## config.mk

```make
export PLATFORM = sky130hd
export DESIGN_NAME = uart_tx
export DESIGN_NICKNAME = d
export VERILOG_FILES = /design/src/rtl/uart_pkg.sv /design/src/rtl/uart_baud_gen.sv /design/src/rtl/uart_tx.sv
export SDC_FILE = /design/constraint.sdc
export NUM_CORES = 1
export LEC_CHECK = 0
export BUFFER_PORTS_ARGS = -buffer_cell sky130_fd_sc_hd__buf_2
export CORE_ASPECT_RATIO = 0.7
export CORE_MARGIN = 1
export CORE_UTILIZATION = 40
export DETAILED_ROUTE_END_ITERATION = 16
export GPL_ROUTABILITY_DRIVEN = 1
export PLACE_DENSITY_LB_ADDON = 0.2
export SETUP_SLACK_MARGIN = 0.4
export SLEW_MARGIN = 25
export SYNTH_ARGS = -nofsm -noshare
export SYNTH_HDL_FRONTEND = slang
export SYNTH_SLANG_ARGS = --single-unit
```

## constraint.sdc

```tcl
create_clock -name clock -period 2.7 [get_ports clock]
set_input_delay 0 -clock clock [delete_from_list [all_inputs] [get_ports clock]]
set_output_delay 0 -clock clock [all_outputs]
set_load 0.01 [all_outputs]
```

## src/rtl/uart_pkg.sv

```systemverilog
// Shared UART definitions: FSM state encoding and the baud divisor table.
// The PARITY state exists only when UART_TX_PARITY_EN is defined.
package uart_pkg;

    localparam int unsigned DIV_W = 14;

`ifdef UART_TX_PARITY_EN
    typedef enum logic [2:0] {
        IDLE,
        START,
        DATA,
        PARITY,
        STOP
    } uart_state_t;
`else
    typedef enum logic [1:0] {
        IDLE,
        START,
        DATA,
        STOP
    } uart_state_t;
`endif

    // Maps the 3-bit baud select (000=9600 .. 111=921600) to the terminal count N.
    function automatic logic [DIV_W-1:0] baud_div(input logic [2:0] sel);
        case (sel)
            3'd0:    return DIV_W'(10416);
            3'd1:    return DIV_W'(5208);
            3'd2:    return DIV_W'(2604);
            3'd3:    return DIV_W'(1736);
            3'd4:    return DIV_W'(868);
            3'd5:    return DIV_W'(434);
            3'd6:    return DIV_W'(217);
            default: return DIV_W'(108);
        endcase
    endfunction

endpackage

```

## src/rtl/uart_baud_gen.sv

```systemverilog
// Bit-period counter: runs 0..div and wraps, pulsing bit_end on the last count.
// Shared with the UART receiver.
module uart_baud_gen
    import uart_pkg::*;
(
    input  logic             clock,
    input  logic             reset,
    input  logic             en,
    input  logic             clr,
    input  logic [DIV_W-1:0] div,
    output logic             bit_end
);

    logic [DIV_W-1:0] cnt_q;

    always_ff @(posedge clock) begin
        if (reset || clr) begin
            cnt_q <= '0;
        end else if (en) begin
            cnt_q <= (cnt_q == div) ? '0 : cnt_q + DIV_W'(1);
        end
    end

    assign bit_end = en && (cnt_q == div);

endmodule

```

## src/rtl/uart_tx.sv

```systemverilog
// UART transmitter, 8N1 by default; define UART_TX_PARITY_EN to insert a
// parity bit (even, or odd when parity_odd=1) between data and stop.
module uart_tx
    import uart_pkg::*;
#(
    parameter int unsigned DATA_BITS = 8
) (
    input  logic                 clock,
    input  logic                 reset,
    input  logic                 uart_en,
    input  logic [2:0]           baud_tx_sel,
    input  logic                 tx_valid,
    output logic                 tx_ready,
    input  logic [DATA_BITS-1:0] tx_dat,
`ifdef UART_TX_PARITY_EN
    input  logic                 parity_odd,
`endif
    output logic                 TX,
    output logic                 tx_busy,
    output logic                 tx_done
);

    localparam int unsigned BIT_CNT_W = (DATA_BITS > 1) ? $clog2(DATA_BITS) : 1;

    uart_state_t            state_q, state_d;
    logic [DATA_BITS-1:0]   shift_q, shift_d;
    logic [BIT_CNT_W-1:0]   bit_cnt_q, bit_cnt_d;
    logic [DIV_W-1:0]       div_q, div_d;
    logic                   tx_q, tx_d;
    logic                   accept;
    logic                   bit_end;
    logic                   cnt_en;
    logic                   cnt_clr;
`ifdef UART_TX_PARITY_EN
    logic                   par_q, par_d;
`endif

    uart_baud_gen u_baud_gen (
        .clock   (clock),
        .reset   (reset),
        .en      (cnt_en),
        .clr     (cnt_clr),
        .div     (div_q),
        .bit_end (bit_end)
    );

    // Next-state, datapath and next-TX logic.
    always_comb begin
        state_d   = state_q;
        shift_d   = shift_q;
        bit_cnt_d = bit_cnt_q;
        div_d     = div_q;
`ifdef UART_TX_PARITY_EN
        par_d     = par_q;
`endif
        cnt_clr   = 1'b0;
        cnt_en    = (state_q != IDLE);
        tx_ready  = uart_en && (state_q == IDLE) && !reset;
        accept    = tx_valid && tx_ready;

        case (state_q)
            IDLE: begin
                cnt_clr = 1'b1;
                if (accept) begin
                    state_d   = START;
                    shift_d   = tx_dat;
                    div_d     = baud_div(baud_tx_sel);
                    bit_cnt_d = '0;
`ifdef UART_TX_PARITY_EN
                    par_d     = (^tx_dat) ^ parity_odd;
`endif
                end
            end
            START: begin
                if (bit_end) state_d = DATA;
            end
            DATA: begin
                if (bit_end) begin
                    shift_d = shift_q >> 1;
                    if (bit_cnt_q == BIT_CNT_W'(DATA_BITS - 1)) begin
                        bit_cnt_d = '0;
`ifdef UART_TX_PARITY_EN
                        state_d   = PARITY;
`else
                        state_d   = STOP;
`endif
                    end else begin
                        bit_cnt_d = bit_cnt_q + BIT_CNT_W'(1);
                    end
                end
            end
`ifdef UART_TX_PARITY_EN
            PARITY: begin
                if (bit_end) state_d = STOP;
            end
`endif
            STOP: begin
                if (bit_end) state_d = IDLE;
            end
            default: state_d = IDLE;
        endcase

        // Disabling the transmitter abandons the frame immediately.
        if (!uart_en) begin
            state_d   = IDLE;
            bit_cnt_d = '0;
            cnt_clr   = 1'b1;
        end

        case (state_d)
            START:   tx_d = 1'b0;
            DATA:    tx_d = shift_d[0];
`ifdef UART_TX_PARITY_EN
            PARITY:  tx_d = par_d;
`endif
            default: tx_d = 1'b1;
        endcase
    end

    always_ff @(posedge clock) begin
        if (reset) begin
            state_q   <= IDLE;
            shift_q   <= '0;
            bit_cnt_q <= '0;
            div_q     <= '0;
            tx_q      <= 1'b1;
`ifdef UART_TX_PARITY_EN
            par_q     <= 1'b0;
`endif
        end else begin
            state_q   <= state_d;
            shift_q   <= shift_d;
            bit_cnt_q <= bit_cnt_d;
            div_q     <= div_d;
            tx_q      <= tx_d;
`ifdef UART_TX_PARITY_EN
            par_q     <= par_d;
`endif
        end
    end

    assign TX      = tx_q;
    assign tx_busy = (state_q != IDLE);
    assign tx_done = (state_q == STOP) && bit_end && uart_en && !reset;

endmodule

```

==> flow_summary.toml <==
[floorplanning]
ios = 19
start_util_pct = 43.0
rows = 21
die_w_um = 88.9
dieArea_mm2 = 0.00558
coreArea_mm2 = 0.00491
die_h_um = 62.8

[run]
cap_violations = 0

[power]
p_clk_share_pct = 34.0
switching_power_mw = 0.317
power_per_cell_area_mw_per_mm2 = 508
ir_drop_mv = 0.252
power.leakage_nw = 0.878
switching_share_pct = 25.7
combPwrFrac_pct = 13.3
p_int_mw = 0.917
pwr-share-seq_pct = 52.7
total_power_mw = 1.23

[drt]
drcViolationCount = 0
drt_iter0_markers = 63
first_pass_iters = 4
drt-total-wl_mm = 4.57
num_vias = 1691
wire_per_inst_um = 13.5
avgViaCountPerCell = 4.99
ant_nets = 0

[cells_and_area]
drive_gt1_share_pct = 14.8
syn_to_final_growth_pct = 15.1
multiInputGateArea_mm2 = 0.00118
ff_latch_area_um2 = 842
nNetsFinal = 289
fill_cells = 489
antenna_cells = 0

[clocking]
cts_tree = "yes"
cts_sinks = 42
cts_buffer_depth = 2
clock_latency_ns = 0.29
cts_max_level = 2
root_buffer = "clkbuf_8"
cts.clk_slew.worst_paths_ns = 0.08
cts_made_buffers = 5

[timing]
hold_viol_final = 0
maxSlewViolCount = 0
period_minus_slack_ns = 2.17
max-slew-margin-rel_pct = 43.6
finalCritPeriodShare_pct = 80.5
fmax_mhz = 460
setup_violations = 0
worstMarginPinSlew_ns = 0.845
skew_ns = 0.00693
setup_tns_ns = 0
rsz0062_at_grt = "no"

[logic_synthesis]
synth-xor-area-share_pct = 12.7
synth_top_family_by_area = "simple AND/OR/NAND/NOR gates"
synth_compound_area_share_pct = 11.7
synth_edf_count = 0
synth_area_mm2 = 0.00211
ys_seq_area_share_pct = 39.8
syn-num-nets = 266
synth-main-ff-cell = "dfxtp_1"
synth_adder_area_share_pct = 2.96
synth_simple_gate_area_share_pct = 27.3
ys_types = 40
ys_warn_count = 0
ys_seq_elements = 42
async_reset_ff_share_pct = 0
syn_inst = 246
synth.area.mux_share_pct = 1.42
syn_avg_cell_area_um2 = 8.59

[critical_path]
required_ns = 2.70
end_kind = "output port"
criticalPathCategory = "reg2out"
path_cells = "xnor2_1 > nand4_1 > nor4_4 > buf_4 > and2_1 > and3_1 > buf_2"
arrival_ns = 2.17
cp_slowest_cell = "dfxtp_1"
startpoint_type = "flip-flop"
path_max_fanout = 6
max_stage_delay_ns = 0.45

[global_routing]
grt_max_degree = 28
grt_usage_pct = 17.5
grt_pass1_wl_mm = 7.43
antenna_found_initial = 0
overflow = 0
grt_pass1_vias = 1508

[place]
gp_congestion = 0.778
hpwl_mm = 3.26
port_buffers = 18

[run_status]
outcome = "complete, no violations"

[hold_path]
hold_path_class = "in2reg"
metrics by stage:
step           util (%)  std cells  instance area (um^2)  setup slack, ns  hold WS (ns)
2_1_floorplan         -        246                  2110            0.909         0.110
3_3_place_gp       45.8        322                  2250            0.671         0.194
3_5_place_dp       45.8        322                  2250            0.581         0.202
4_1_cts            49.1        337                  2410            0.440        0.0118
5_1_grt            49.5        339                  2430            0.374        0.0240
6_report           49.5        339                  2430            0.526        0.0235
placed cells by master, fill, tap and decap left out, drive strengths merged, types with 2 or more instances in the layout:
cell type     n
clkbuf        6
buf          24
nand4         6
nand2b        3
nand2        23
o21ai         4
nand3b        8
dfxtp        42
nor2b         4
xnor2        21
o311ai        2
dlygate4sd3   7
a211oi        4
nor4          2
nor3          8
nor2         32
ha            5
xor2          7
nand3        13
inv           5
a21oi        18
a21o          2
mux2i         3
and3          6
state kept, by name, summed over array words and instances (netlist names):
name	count
u_baud_gen.cnt_q	14
shift_q	8
bit_cnt_q	3
div_q	14
state_q	2
TX	1
cells in the mapped netlist (all sizes together) (5+ instances only):
cell	instances	share of area [%]
dfxtp	42	40
nor2	32	5.7
nand2	23	4.1
xnor2	21	9.8
a21oi	18	4.3
nand3	13	3.1
clkbuf	11	2.0
nand3b	8	2.8
nor3	8	1.9
xor2	7	2.9
and3	6	1.8
nand4	6	2.1
ha	5	3.0
inv	5	0.89
metal layers:
layer	GRT usage, %	routed length (um)	up-vias
met3	4.36	176	2
met5	0	0	-
met2	22.4	1800	33
met4	3.63	12	0
li1	-	-	893
met1	28.5	2590	763
logic make-up (layout without fill, tap and decap cells):
family / Yosys count / in the layout
AOI/OAI and AO/OA: 38 / 38
xor gates and xnor gates: 28 / 28
adders and majority gates: 5 / 5
buffers and inverters: 20 / 44
DFF: 42 / 42
muxes: 3 / 3
and+or+nand+nor: 110 / 110
cell type report:
cell class | instances | area share [%]
tap | 69 | 3.55
clock inverter | 2 | 0.515
clock buffer | 6 | 3.40
multi-input combinational | 184 | 48.7
timing repair buffer | 31 | 8.44
inverter | 5 | 0.772
sequential | 42 | 34.6
what timing repair did:
item	in CTS	in global routing
resized for setup	0	1
buffers inserted	0	2
endpoints found under the hold margin	7	0
pin swaps	1	1
hold buffers	7	0
setup endpoints to repair	1	2
worst paths after layout:
kind	from	endpoint	slack, ns	depth (start not counted)
max	u_baud_gen.cnt_q[1]	tx_done	0.53	7
min	baud_tx_sel[0]	div_q[12]	0.02	3
max reg2reg	state_q[1]	shift_q[5]	0.61	6
min reg2reg	div_q[4]	div_q[4]	0.47	2
power by group through the flow:
stage	Combinational [mW]	Sequential (mW)	Clock, mW
2_1_floorplan	0.103	0.660	0
3_3_place_gp	0.144	0.666	0
6_report	0.164	0.651	0.420
5_1_grt	0.181	0.653	0.462
3_5_place_dp	0.144	0.666	0
4_1_cts	0.153	0.651	0.434
worst max-delay path, delay by kind of cell (launching register included):
family / cells / cell delay [ns]
buffers and inverters: 2 / 0.32
AND/OR/NAND/NOR: 4 / 0.96
flip-flops: 1 / 0.45
XOR/XNOR: 1 / 0.14
Power figures use the tool's default switching activity.
